$ cat config.mk
export PLATFORM = sky130hd
export DESIGN_NAME = fp_add_pipe_flat
export DESIGN_NICKNAME = d
export VERILOG_FILES = /design/src/rtl/fp_add_pipe_if.sv /design/src/rtl/fp_add_pipe.sv /design/src/flat_wrapper.sv
export SDC_FILE = /design/constraint.sdc
export NUM_CORES = 1
export LEC_CHECK = 0
export ABC_AREA = 1
export CAP_MARGIN = 20
export CORE_AREA = 2 2 94 96
export DETAILED_ROUTE_END_ITERATION = 8
export DIE_AREA = 0 0 96 98
export PLACE_DENSITY = 0.8
export RECOVER_POWER = 25
export SLEW_MARGIN = 10
export SYNTH_ARGS = -nofsm -noshare
export SYNTH_HDL_FRONTEND = slang
export SYNTH_SLANG_ARGS = --single-unit
$ cat constraint.sdc
create_clock -name clk -period 4.3 [get_ports clk]
set_input_delay 1.29 -clock clk [delete_from_list [all_inputs] [get_ports clk]]
set_output_delay 1.29 -clock clk [all_outputs]
set_load 0.01 [all_outputs]
$ cat src/rtl/fp_add_pipe_if.sv
// Operand/result handshake bundle for fp_add_pipe: input beat, output result and flags.
// master drives operands and out_ready; slave is the adder.
interface fp_add_pipe_if #(
    parameter int WA = 16,
    parameter int WB = 16,
    parameter int WC = 16
);
    logic          in_valid;
    logic          in_ready;
    logic [WA-1:0] a;
    logic          a_signed;
    logic [WB-1:0] b;
    logic          b_signed;
    logic          sub;
    logic          out_valid;
    logic          out_ready;
    logic [WC-1:0] c;
    logic          c_signed;
    logic          ovf;
    logic          unf;

    modport master (
        output in_valid, a, a_signed, b, b_signed, sub, out_ready,
        input  in_ready, out_valid, c, c_signed, ovf, unf
    );

    modport slave (
        input  in_valid, a, a_signed, b, b_signed, sub, out_ready,
        output in_ready, out_valid, c, c_signed, ovf, unf
    );
endinterface

$ cat src/rtl/fp_add_pipe.sv
// Two-stage fixed-point add/sub: align in S1, add/requantise/clamp in S2, with saturation counter.
// Define FP_ADD_PIPE_ROUND_EN for half-up rounding when the output fraction is narrower.
module fp_add_pipe #(
    parameter int I1    = 2,
    parameter int F1    = 14,
    parameter int I2    = 2,
    parameter int F2    = 14,
    parameter int I3    = 2,
    parameter int F3    = 14,
    parameter int CNT_W = 16
) (
    input  logic             clk,
    input  logic             rst_n,
    fp_add_pipe_if.slave     bus,
    input  logic             sat_cnt_clr,
    output logic [CNT_W-1:0] sat_cnt
);
    localparam int WA = I1 + F1;
    localparam int WB = I2 + F2;
    localparam int IM = (I1 > I2) ? I1 : I2;
    localparam int F  = (F1 > F2) ? F1 : F2;
    localparam int W  = IM + 2 + F;
    localparam int W1 = W + 1;
    localparam int N  = I3 + F3;
    localparam int QW = (F3 >= F) ? W + F3 - F : W1 - (F - F3);
    localparam int CW = ((QW > N) ? QW : N) + 2;

    localparam logic signed [CW-1:0] ONE  = 1;
    localparam logic signed [CW-1:0] SMAX = (ONE <<< (N - 1)) - ONE;
    localparam logic signed [CW-1:0] SMIN = -(ONE <<< (N - 1));
    localparam logic signed [CW-1:0] UMAX = (ONE <<< N) - ONE;
    localparam logic signed [CW-1:0] UMIN = '0;

    logic                    s1_valid_reg;
    logic                    s1_sub_reg;
    logic                    s1_csig_reg;
    logic signed [W-1:0]     s1_a_reg;
    logic signed [W-1:0]     s1_b_reg;
    logic signed [W-1:0]     a_ext;
    logic signed [W-1:0]     b_ext;
    logic signed [W-1:0]     sum;
    logic signed [QW-1:0]    q;
    logic signed [CW-1:0]    q_ext;
    logic signed [CW-1:0]    max_v;
    logic signed [CW-1:0]    min_v;
    logic                    ovf_next;
    logic                    unf_next;
    logic [N-1:0]            c_next;

    logic                    out_valid_reg;
    logic                    c_signed_reg;
    logic                    ovf_reg;
    logic                    unf_reg;
    logic [N-1:0]            c_reg;
    logic [CNT_W-1:0]        sat_cnt_reg;
    logic [CNT_W-1:0]        sat_cnt_next;
    logic                    s2_load;
    logic                    in_ready;

    assign s2_load  = !out_valid_reg || bus.out_ready;
    assign in_ready = !s1_valid_reg || s2_load;

    // Sign- or zero-extend to the common internal format, zero-pad the fraction LSBs.
    always_comb begin
        a_ext = (bus.a_signed ? {{(W - WA){bus.a[WA-1]}}, bus.a}
                              : {{(W - WA){1'b0}}, bus.a}) <<< (F - F1);
        b_ext = (bus.b_signed ? {{(W - WB){bus.b[WB-1]}}, bus.b}
                              : {{(W - WB){1'b0}}, bus.b}) <<< (F - F2);
        sum   = s1_sub_reg ? (s1_a_reg - s1_b_reg) : (s1_a_reg + s1_b_reg);
    end

    generate
        if (F3 >= F) begin : g_widen
            assign q = QW'(sum) <<< (F3 - F);
        end else begin : g_narrow
            logic signed [W1-1:0] r;
`ifdef FP_ADD_PIPE_ROUND_EN
            // Half-up: one extra bit of headroom so the rounding carry can reach the clamp.
            assign r = W1'(sum) + (W1'(1) <<< (F - F3 - 1));
`else
            assign r = W1'(sum);
`endif
            assign q = QW'(r >>> (F - F3));
        end
    endgenerate

    always_comb begin
        q_ext    = CW'(q);
        max_v    = s1_csig_reg ? SMAX : UMAX;
        min_v    = s1_csig_reg ? SMIN : UMIN;
        ovf_next = q_ext > max_v;
        unf_next = q_ext < min_v;
        if (ovf_next) begin
            c_next = max_v[N-1:0];
        end else if (unf_next) begin
            c_next = min_v[N-1:0];
        end else begin
            c_next = q_ext[N-1:0];
        end
    end

    always_comb begin
        sat_cnt_next = sat_cnt_reg;
        if (sat_cnt_clr) begin
            sat_cnt_next = '0;
        end else if (out_valid_reg && bus.out_ready && (ovf_reg || unf_reg) && !(&sat_cnt_reg)) begin
            sat_cnt_next = sat_cnt_reg + CNT_W'(1);
        end
    end

    always_ff @(posedge clk) begin
        if (!rst_n) begin
            s1_valid_reg  <= 1'b0;
            s1_sub_reg    <= 1'b0;
            s1_csig_reg   <= 1'b0;
            s1_a_reg      <= '0;
            s1_b_reg      <= '0;
            out_valid_reg <= 1'b0;
            c_signed_reg  <= 1'b0;
            ovf_reg       <= 1'b0;
            unf_reg       <= 1'b0;
            c_reg         <= '0;
            sat_cnt_reg   <= '0;
        end else begin
            if (in_ready) begin
                s1_valid_reg <= bus.in_valid;
                if (bus.in_valid) begin
                    s1_a_reg    <= a_ext;
                    s1_b_reg    <= b_ext;
                    s1_sub_reg  <= bus.sub;
                    s1_csig_reg <= bus.a_signed | bus.b_signed | bus.sub;
                end
            end
            // Result register holds while stalled so c stays stable under backpressure.
            if (s2_load) begin
                out_valid_reg <= s1_valid_reg;
                if (s1_valid_reg) begin
                    c_reg        <= c_next;
                    c_signed_reg <= s1_csig_reg;
                    ovf_reg      <= ovf_next;
                    unf_reg      <= unf_next;
                end
            end
            sat_cnt_reg <= sat_cnt_next;
        end
    end

    assign bus.in_ready  = in_ready;
    assign bus.out_valid = out_valid_reg;
    assign bus.c         = c_reg;
    assign bus.c_signed  = c_signed_reg;
    assign bus.ovf       = ovf_reg;
    assign bus.unf       = unf_reg;
    assign sat_cnt       = sat_cnt_reg;
endmodule

$ cat src/flat_wrapper.sv
// flat-port wrapper written by rule: the top's interface ports become plain ports
module fp_add_pipe_flat 
#(
    parameter int I1    = 2,
    parameter int F1    = 14,
    parameter int I2    = 2,
    parameter int F2    = 14,
    parameter int I3    = 2,
    parameter int F3    = 14,
    parameter int CNT_W = 16
)
  (clk, rst_n, sat_cnt_clr, sat_cnt, bus_in_valid, bus_a, bus_a_signed, bus_b, bus_b_signed, bus_sub, bus_out_ready, bus_in_ready, bus_out_valid, bus_c, bus_c_signed, bus_ovf, bus_unf);
  fp_add_pipe_if #(.WA(16), .WB(16), .WC(16)) bus_i ();
  input  logic clk;
  input  logic rst_n;
  input  logic sat_cnt_clr;
  output logic [CNT_W-1:0] sat_cnt;
  input wire logic [$bits(bus_i.in_valid)-1:0] bus_in_valid;
  input wire logic [$bits(bus_i.a)-1:0] bus_a;
  input wire logic [$bits(bus_i.a_signed)-1:0] bus_a_signed;
  input wire logic [$bits(bus_i.b)-1:0] bus_b;
  input wire logic [$bits(bus_i.b_signed)-1:0] bus_b_signed;
  input wire logic [$bits(bus_i.sub)-1:0] bus_sub;
  input wire logic [$bits(bus_i.out_ready)-1:0] bus_out_ready;
  output wire logic [$bits(bus_i.in_ready)-1:0] bus_in_ready;
  output wire logic [$bits(bus_i.out_valid)-1:0] bus_out_valid;
  output wire logic [$bits(bus_i.c)-1:0] bus_c;
  output wire logic [$bits(bus_i.c_signed)-1:0] bus_c_signed;
  output wire logic [$bits(bus_i.ovf)-1:0] bus_ovf;
  output wire logic [$bits(bus_i.unf)-1:0] bus_unf;
  assign bus_i.in_valid = bus_in_valid;
  assign bus_i.a = bus_a;
  assign bus_i.a_signed = bus_a_signed;
  assign bus_i.b = bus_b;
  assign bus_i.b_signed = bus_b_signed;
  assign bus_i.sub = bus_sub;
  assign bus_i.out_ready = bus_out_ready;
  assign bus_in_ready = bus_i.in_ready;
  assign bus_out_valid = bus_i.out_valid;
  assign bus_c = bus_i.c;
  assign bus_c_signed = bus_i.c_signed;
  assign bus_ovf = bus_i.ovf;
  assign bus_unf = bus_i.unf;
  fp_add_pipe #(.I1(I1), .F1(F1), .I2(I2), .F2(F2), .I3(I3), .F3(F3), .CNT_W(CNT_W)) u_core (.clk(clk), .rst_n(rst_n), .bus(bus_i), .sat_cnt_clr(sat_cnt_clr), .sat_cnt(sat_cnt));
endmodule
* Word level (Yosys, flattened, before mapping) *
Cells that the tools add are included.

storage, ports and cells
  input port bits = 40
  logic and storage cells = 39
  output and inout port bits = 37
  bits in registers = 75

cells by class
  reduce and logical (&&, ||, !) cells = 13
  $lt $le $gt $ge = 2
  bitwise operators = 3
  $add $sub $neg = 3
  mux-type cells = 7

operator list
  kind                                                             number
  18-bit two-way mux                                               3
  16-bit two-way mux                                               3
  18-bit by 20-bit less-than comparator with 1-bit output          1
  20-bit two-way mux                                               1
  18-bit adder                                                     1
  18-bit by 17-bit greater-than comparator with 1-bit output       1
  18-bit subtractor                                                1
  16-bit by 1-bit adder with 16-bit output, second input constant  1
  16-bit AND reduction                                             1
  2-bit AND reduction                                              2
  1-bit logical AND                                                3
  1-bit logical NOT                                                3
  1-bit logical OR                                                 3
  1-bit OR                                                         2
  2-bit OR reduction                                               1
  1-bit NOT                                                        1

* Longest topological paths before layout *
Gate-level depths: netlist (run 1).

  word-level depth = 5
  mapped depth = 33

* Least setup slack after synthesis (run 1) *
OpenSTA, ideal clock, no wires.

  path kind = flip-flop to flip-flop
  from = register u_core.s1_b_reg[0]
  to = register u_core.c_reg[4], in the netlist u_core.bus.c[4]
  stages on the path, launching flop included = 28
  clock period less this slack = 3.969 ns
  required time = 4.230 ns
  path slack = 0.331 ns
  data arrival time = 3.899 ns
  library setup time = 0.070 ns
  buffers on the path = 1
  cells stage by stage = dfxtp_1 > inv_2 > ha_1 > nand3_1 > nor3_1 > nand2_1 > nor3_1 > nor3b_1 > nor2_1 > xor2_1 > ha_1 > nand2_1 > nor2_1 > and3_1 > nand2_2 > nand2_2 > nand3_1 > nand2_1 > xor2_2 > inv_1 > ha_1 > inv_1 > o211ai_1 > o21ai_0 > nor2_1 > clkbuf_1 > nand3_1 > a21oi_1

on the way
  longest elaborated chain between the ends = 5
  elaborated cells on any way between the ends = 7
  those cells by class = add/sub (2); order compare (2); mux (3)

RTL lines
  what                                                     line                text
  start, declared                                          fp_add_pipe.sv:38   logic signed [W-1:0] s1_b_reg;
  start signal, assigned                                   fp_add_pipe.sv:129  s1_b_reg <= b_ext;
  18-bit adder or 18-bit subtractor (tied branches)        fp_add_pipe.sv:69   sum = s1_sub_reg ? (s1_a_reg - s1_b_reg) : (s1_a_reg + s1_b_reg);
  18-bit two-way mux (*)                                   fp_add_pipe.sv:69
  18-bit by 20-bit less-than comparator with 1-bit output  fp_add_pipe.sv:92   unf_next = q_ext < min_v;
  16-bit two-way mux                                       fp_add_pipe.sv:95   end else if (unf_next) begin
  16-bit two-way mux (*)                                   fp_add_pipe.sv:93   if (ovf_next) begin
  end signal, assigned                                     fp_add_pipe.sv:138  c_reg <= c_next;
  end, declared                                            fp_add_pipe.sv:54   logic [N-1:0] c_reg;

Mark *: on every way between the ends. The rest lies on a longest branch, timed or not.
A chain may end at the register's enable or synchronous reset.

* Worst setup path after layout (run 1) *
  from = register u_core.s1_b_reg[1]
  to = register u_core.c_reg[7], in the netlist u_core.bus.c[7]

Same word-level chain as after synthesis.

==> results of run 1 <==
[worst max-delay path by stage]
stage	to	slack [ns]	cells after the start
final	u_core.bus.c[7]$_SDFFE_PN0P_	0.03	32
after global routing	u_core.bus.c[13]$_SDFFE_PN0P_	-0.16	32
after CTS	u_core.bus.c[7]$_SDFFE_PN0P_	0.02	31
after detailed placement	u_core.bus.c[7]$_SDFFE_PN0P_	-0.12	32
after global placement	u_core.bus.c[3]$_SDFFE_PN0P_	-0.02	27
after floorplan	u_core.bus.c[4]$_SDFFE_PN0P_	0.33	27
[cell families (layout without fill, tap and decap cells)]
family / after synthesis / count (layout)
xor+xnor: 21 / 21
compound gates: 126 / 126
flops: 73 / 73
simple gates: 309 / 310
fa+ha+maj: 24 / 24
buf+inv: 114 / 198
[per-stage QoR]
| step | cells | TNS, ns | hold WS [ns] |
|---|---|---|---|
| floorplan | 667 | 0 | 0.433 |
| global placement | 837 | -0.0605 | 0.462 |
| detailed placement | 837 | -1.46 | 0.468 |
| CTS | 855 | 0 | 0.481 |
| global route | 860 | -2.30 | 0.514 |
| finish | 860 | 0 | 0.476 |
[area by class of cell]
cell class | count | area (sq um)
fillers | 769 | 2680
multi-input cells | 481 | 2760
clock inverters | 5 | 104
clock buffers | 11 | 131
flip-flops and latches | 73 | 1460
inverters | 96 | 363
repair buffers | 86 | 836
well taps | 108 | 135
[power by group through the flow]
stage	Sequential, mW	Clock [mW]	Combinational (mW)
final	0.769	0.650	0.762
after floorplan	0.780	0	0.457
after CTS	0.764	0.652	0.688
after detailed placement	0.778	0	0.673
after global placement	0.777	0	0.663
after global routing	0.776	0.680	0.846
[per-layer routing]
metal	vias up	wire (um)	GRT usage (%)
li1	2323	-	-
met1	2087	5400	34.3
met2	133	5930	43.3
met3	20	399	2.47
met4	0	201	8.13
met5	-	0	0
[what timing repair did]
action / 4_1_cts / 5_1_grt
pin swaps: 2 / 14
buffers inserted: 2 / 4
resized for setup: 4 / 48
endpoints found under the setup margin: 16 / 18
cloned: 0 / 1
[worst min-delay path: stages (launching register included)]
cell and delay, ns:
dfxtp_1 0.32, nand2_1 0.06, a21oi_1 0.05
[layout by cell type (no fill, tap or decap), types with 10 or more instances in the layout]
cell,n
ha_1,21
dfxtp_1,71
nand3_1,36
nand2_1,123
inv_1,83
o21ai_2,15
nand2_2,14
xor2_1,14
a21oi_1,48
clkdlybuf4s50_1,76
buf_4,10
inv_2,11
nor2_1,86
o21ai_0,42
==> key figures, run 1 <==
Synthesis
  • Post-synthesis xor/xnor area fraction: roughly 4.3%
  • Primary FF master, synth: dfxtp_1
  • Synth cell count leaders: nand2_1, nor2_1, inv_1
  • Synthesized area: 4460 sq um
  • Syn_nets: ~730
  • Number of flops mapped to enable cells by yosys: 0
  • Area contributors post-synth: dfxtp_1, nand2_1, nor2_1
  • Synth Area in Compound Gates: 15.4%
  • Post-synth ARST share: 0%
  • Seq/Total Area, Yosys: between 30% and 40%
  • Largest family of logic cells by synthesized area: simple AND/OR/NAND/NOR gates
  • Mux cell area share after synthesis: 0%
  • Count of cell types in the netlist: 43
  • Adder-cell share of the synthesized area: ~6.9%
  • Synth Warn #: 0
  • Yosys reg bits: between 70 and 80
  • Largest area contributor in the netlist: dfxtp_1
  • Synth top area share: 32.8%
  • Mapped Cells: 667
  • Syn avg cell area: ~6.7 sq um
  • Dominant cell by count in the synthesized netlist: nand2_1
  • Simple-Gate Fraction of Synth Area: 30.9%

Die
  • Initial Util: between 50% and 60%
  • # IOs: between 70 and 80
  • Die width: between 90 and 100 um
  • Die footprint: between 9000 and 10000 sq um
  • Site row count: 34
  • Core area: approximately 8500 sq um
  • Die Y: roughly 98 um

Timing
  • Max Slew Vio Count: 0
  • Min cycle time layout: 4.27 ns
  • Final setup vio count: 0
  • Clk_skew: 0.00940 ns
  • Worst slew pin tran: 1.18 ns
  • Unrepaired setup endpoints after global routing: yes
  • Max-Slew Margin vs Limit: about a fifth
  • Crit share post-route: between 90% and 100%
  • Setup ws final: 0.0312 ns
  • Max Clk Rate: between 200 and 250 MHz
  • Hold Vio Cnt, Final: 0

Hold path
  • Min-delay src: u_core.bus.c[15]$_SDFFE_PN0P_
  • Hold Crit Class: register to register
  • Hold EP: u_core.bus.c[15]$_SDFFE_PN0P_
  • WHS Path Cells: 2

Clock network
  • Clk_lat worst skew: between 0.3 and 0.4 ns
  • CTS root buf: clkbuf_8
  • Number of hold buffers added after CTS: 0
  • Total CTS buffers: 9
  • CTS sink cnt: 73
  • TritonCTS clock tree: yes
  • H-tree depth: 3
  • Clock-pin transition on the worst setup and hold timing paths: roughly 0.08 ns
  • CTS max path bufs: 2

Worst setup path
  • Crit end category: register
  • Buf/Inv on CP: 2
  • R2r setup slk: ~0.031 ns
  • Worst Path Arrival: between 4 and 5 ns
  • Crit-path slowest cell: ha_1
  • Crit path from: u_core.s1_b_reg[1]$_SDFFE_PN0P_
  • CP Data Required Time: around 4.5 ns
  • R2R Path End: u_core.bus.c[7]$_SDFFE_PN0P_
  • CP Class: register to register
  • Crit path max-delay family: simple AND/OR/NAND/NOR gates
  • Critical Path Max Stage Delay: about 0.35 ns
  • Crit Path Max Fanout: 8
  • Reg2Reg Depth: 32
  • Most common cell on crit path: nand2_1
  • CP Launch Type: register
  • Reg-to-Reg Start: u_core.s1_b_reg[1]$_SDFFE_PN0P_

Routing
  • DRC viols: 0
  • Vias/cell: 5.31
  • Total Routed Length: between 10000 and 15000 um
  • Via Count: about 4600
  • 1st-iter DRT viols: around 220
  • WL/cell: 13.9 um
  • Drt first pass iters: 5
  • Remaining antenna violation count: 0

Flow run
  • Max Cap Viol: 0

GRT
  • Vias in the first global route: 4343
  • GRT Overall Usage: 25.7%
  • Largest net degree at the start of global routing: 35
  • GRT Residual Overflow: 0
  • First-pass GRT wire length: 19400 um
  • Initial antenna violation count: 0

Cells and area
  • Layout cells sized above 1: about 14%
  • Final core occ: between 60% and 70%
  • Final instance area: roughly 5800 sq um
  • Nets: between 800 and 900
  • Diode count: 0
  • Area Growth Syn to Fin: 29.9%

Place
  • DP Area: about 5300 sq um
  • Pre-CTS setup slack: -0.124 ns
  • Placer Congestion: 0.929
  • Port Buffers: 76
  • HPWL Detailed: between 8000 and 9000 um

Status
  • Outcome: finished, final reports clean

Power
  • Pwr Total: approximately 2.2 mW
  • Int Pwr: between 1 and 1.5 mW
  • Comb pwr share: 34.9%
  • Worst VDD drop: 0.199 mV
  • Lkg Pwr: about 2.6 nW
  • Sequential power share: approximately a third
  • Pwr/cell area: around 380 nW/um^2
  • P_sw: roughly 760 uW
  • Clock power share: between 20% and 30%
  • Switch share: a little over a third
(Power assumes the default switching activity.)
==> run 2: changes to the inputs <==
==> constraint.sdc (replaced) <==
create_clock -name clk -period 4.3 [get_ports clk]
set_input_delay 1.29 -clock clk [delete_from_list [all_inputs] [get_ports clk]]
set_output_delay 1.29 -clock clk [all_outputs]
set_load 0.02 [all_outputs]
==> results of run 2 <==
The final DEF is identical to that of run 1. Status: finished, final reports clean.
Main changes from that run: total power 2.18 mW -> 2.20 mW
==> run 3: changes to the inputs <==
==> constraint.sdc (replaced) <==
create_clock -name clk -period 4.7 [get_ports clk]
set_input_delay 1.41 -clock clk [delete_from_list [all_inputs] [get_ports clk]]
set_output_delay 1.41 -clock clk [all_outputs]
set_load 0.02 [all_outputs]
==> run 3 against run 2 <==
Worst hold slack better by 0.00098 ns; sequential cell count stayed put; combinational power shrank 19%; count of clock-buffer cells in the layout rose by 1.
==> key figures, run 3 (synthesis results as in run 1) <==
Timing
  • Crit share post-route: 92.3% (-7.0 points)
  • Min cycle time layout: 4.34 ns (+0.0678 ns)
  • Hold Vio Cnt, Final: 0 (unchanged)
  • Max Slew Vio Count: 0 (unchanged)
  • Clk_skew: 0.0107 ns (+0.00133 ns)
  • Worst hold margin: 0.477 ns (+0.000978 ns)
  • Final setup vio count: 0 (unchanged)
  • Setup ws final: 0.363 ns (+0.332 ns)
  • Worst slew pin tran: 1.40 ns (+0.219 ns)
  • Max-Slew Margin vs Limit: 6.59% (-15 points)
  • Max Clk Rate: 231 MHz (-1.6%)

Worst setup path
  • Most common cell on crit path: nand2_1
  • Buf/Inv on CP: 1 (-1)
  • Critical Path Max Stage Delay: 0.35 ns (about the same)
  • CP Class: register to register
  • Crit end category: register
  • CP Data Required Time: 4.91 ns (+0.39 ns)
  • R2r setup slk: 0.36 ns (+0.33 ns)
  • CP Launch Type: register
  • Crit Path Max Fanout: 15 (+7)
  • Worst Path Arrival: 4.55 ns (+0.07 ns)
  • Crit-path slowest cell: ha_1
  • Crit path max-delay family: simple AND/OR/NAND/NOR gates

Cells and area
  • Commonest non-fill, non-tap cells in the layout: nand2_1, nor2_1, inv_1
  • Final core occ: 65.8% (-2.6 points)
  • Diode count: 0 (unchanged)
  • Layout cells sized above 1: 8.46% (-5.5 points)
  • Area Growth Syn to Fin: 25.0%
  • Nets: 804 (-0.86%)
  • Most common cell after layout, fill and taps aside: nand2_1

Place
  • HPWL Detailed: 8580 um (-3.4%)
  • Pre-CTS setup slack: 0.255 ns (+0.379 ns)
  • Port Buffers: 76 (unchanged)
  • Placer Congestion: 0.907 (-2.4%)

Routing
  • Remaining antenna violation count: 0 (unchanged)
  • Drt first pass iters: 5 (unchanged)
  • WL/cell: 12.8 um (-8.1%)
  • 1st-iter DRT viols: 149 (-32%)
  • Total Routed Length: 10900 um (-8.8%)
  • DRC viols: 0 (unchanged)
  • Via Count: 4444 (-2.6%)
  • Vias/cell: 5.21 (-1.8%)

Die
  • Core area: 8470 sq um (unchanged)
  • Die Y: 98 um (unchanged)
  • # IOs: 77 (unchanged)
  • Die width: 96 um (unchanged)
  • Initial Util: 52.7% (unchanged)
  • Die footprint: 9410 sq um (unchanged)
  • Site row count: 34 (unchanged)

Clock network
  • CTS max path bufs: 2 (unchanged)
  • Clk_lat worst skew: 0.35 ns (about the same)
  • TritonCTS clock tree: yes
  • H-tree depth: 3 (unchanged)
  • Clock-pin transition on the worst setup and hold timing paths: 0.07 ns (about the same)
  • CTS sink cnt: 73 (unchanged)
  • Total CTS buffers: 9 (unchanged)
  • Number of hold buffers added after CTS: 0 (unchanged)
  • CTS root buf: clkbuf_8

GRT
  • GRT Overall Usage: 25.0% (-0.69 points)
  • First-pass GRT wire length: 19000 um (-2.3%)
  • Largest net degree at the start of global routing: 43 (+23%)
  • Initial antenna violation count: 0 (unchanged)
  • Vias in the first global route: 4340 (-0.069%)
  • GRT Residual Overflow: 0 (unchanged)

Power
  • Lkg Pwr: 2.54 nW (-0.94%)
  • Worst VDD drop: 0.212 mV (+6.4%)
  • Pwr/cell area: 349 nW/um^2

Hold path
  • Hold Crit Class: register to register

Status
  • Outcome: finished, final reports clean

Flow run
  • Max Cap Viol: 0 (unchanged)
-- run 3: cell count changes in the layout (fill, tap and decap cells not counted), sizes merged --
cell	before	now
dlygate4sd3	0	18
nand2	141	140
buf	10	3
clkinv	3	2
clkbuf	11	13
clkdlybuf4s50	76	58
-- run 3: through the flow --
step / power, mW / instances / cell area (sq um) / TNS, ns
2_1_floorplan: 1.15 / 667 / 4460 / 0
3_3_place_gp: 1.33 / 836 / 5300 / 0
3_5_place_dp: 1.34 / 836 / 5300 / 0
4_1_cts: 1.95 / 852 / 5550 / 0
5_1_grt: 2.07 / 853 / 5570 / -0.268
6_report: 1.94 / 853 / 5570 / 0
-- run 3: path summary, 6_finish.rpt --
kind / from / to / cells past startpoint
max: u_core.s1_b_reg[0]$_SDFFE_PN0P_ / u_core.bus.c[5]$_SDFFE_PN0P_ / 31
min: u_core.s1_a_reg[0]$_SDFFE_PN0P_ / u_core.s1_a_reg[0]$_SDFFE_PN0P_ / 2
max reg2reg: u_core.s1_b_reg[0]$_SDFFE_PN0P_ / u_core.bus.c[5]$_SDFFE_PN0P_ / 31
min reg2reg: u_core.s1_a_reg[0]$_SDFFE_PN0P_ / u_core.s1_a_reg[0]$_SDFFE_PN0P_ / 2
-- run 3: timing repair --
| action | 4_1_cts | 5_1_grt |
|---|---|---|
| endpoints found under the setup margin | 0 | 16 |
| buffers inserted | 0 | 1 |
| gates resized for setup | 0 | 4 |
-- run 3: where the power goes --
| group | total (mW) | internal [mW] | switching (mW) |
|---|---|---|---|
| Combinational | 0.632 | 0.248 | 0.384 |
| Clock | 0.613 | 0.383 | 0.230 |
| Sequential | 0.697 | 0.664 | 0.0337 |
-- run 3: final cells by class --
class                   count  area [sq um]
multi-input cells         480          2570
clock buffers              12           155
flip-flops and latches     73          1460
inverters                  96           360
fillers                   752          2890
clock inverters             4          98.8
well taps                 108           135
repair buffers             80           787
-- run 3: worst register-to-register path, delay by kind of cell, from the launching register on --
family | cells | cell delay [ns]
compound gates | 3 | 0.33
xor+xnor | 2 | 0.34
fa+ha+maj | 3 | 0.80
buf+inv | 1 | 0.08
flops | 1 | 0.33
simple gates | 22 | 2.32
-- run 3: routing by layer --
layer  routed length (um)  vias to the layer above  global-route usage [%]
met3                  402                       15                    5.25
met4                  196                        0                    9.34
met2                 5160                       92                    40.2
met1                 5120                     2035                    32.7
met5                    0                        -                       0
li1                     -                     2302                       -
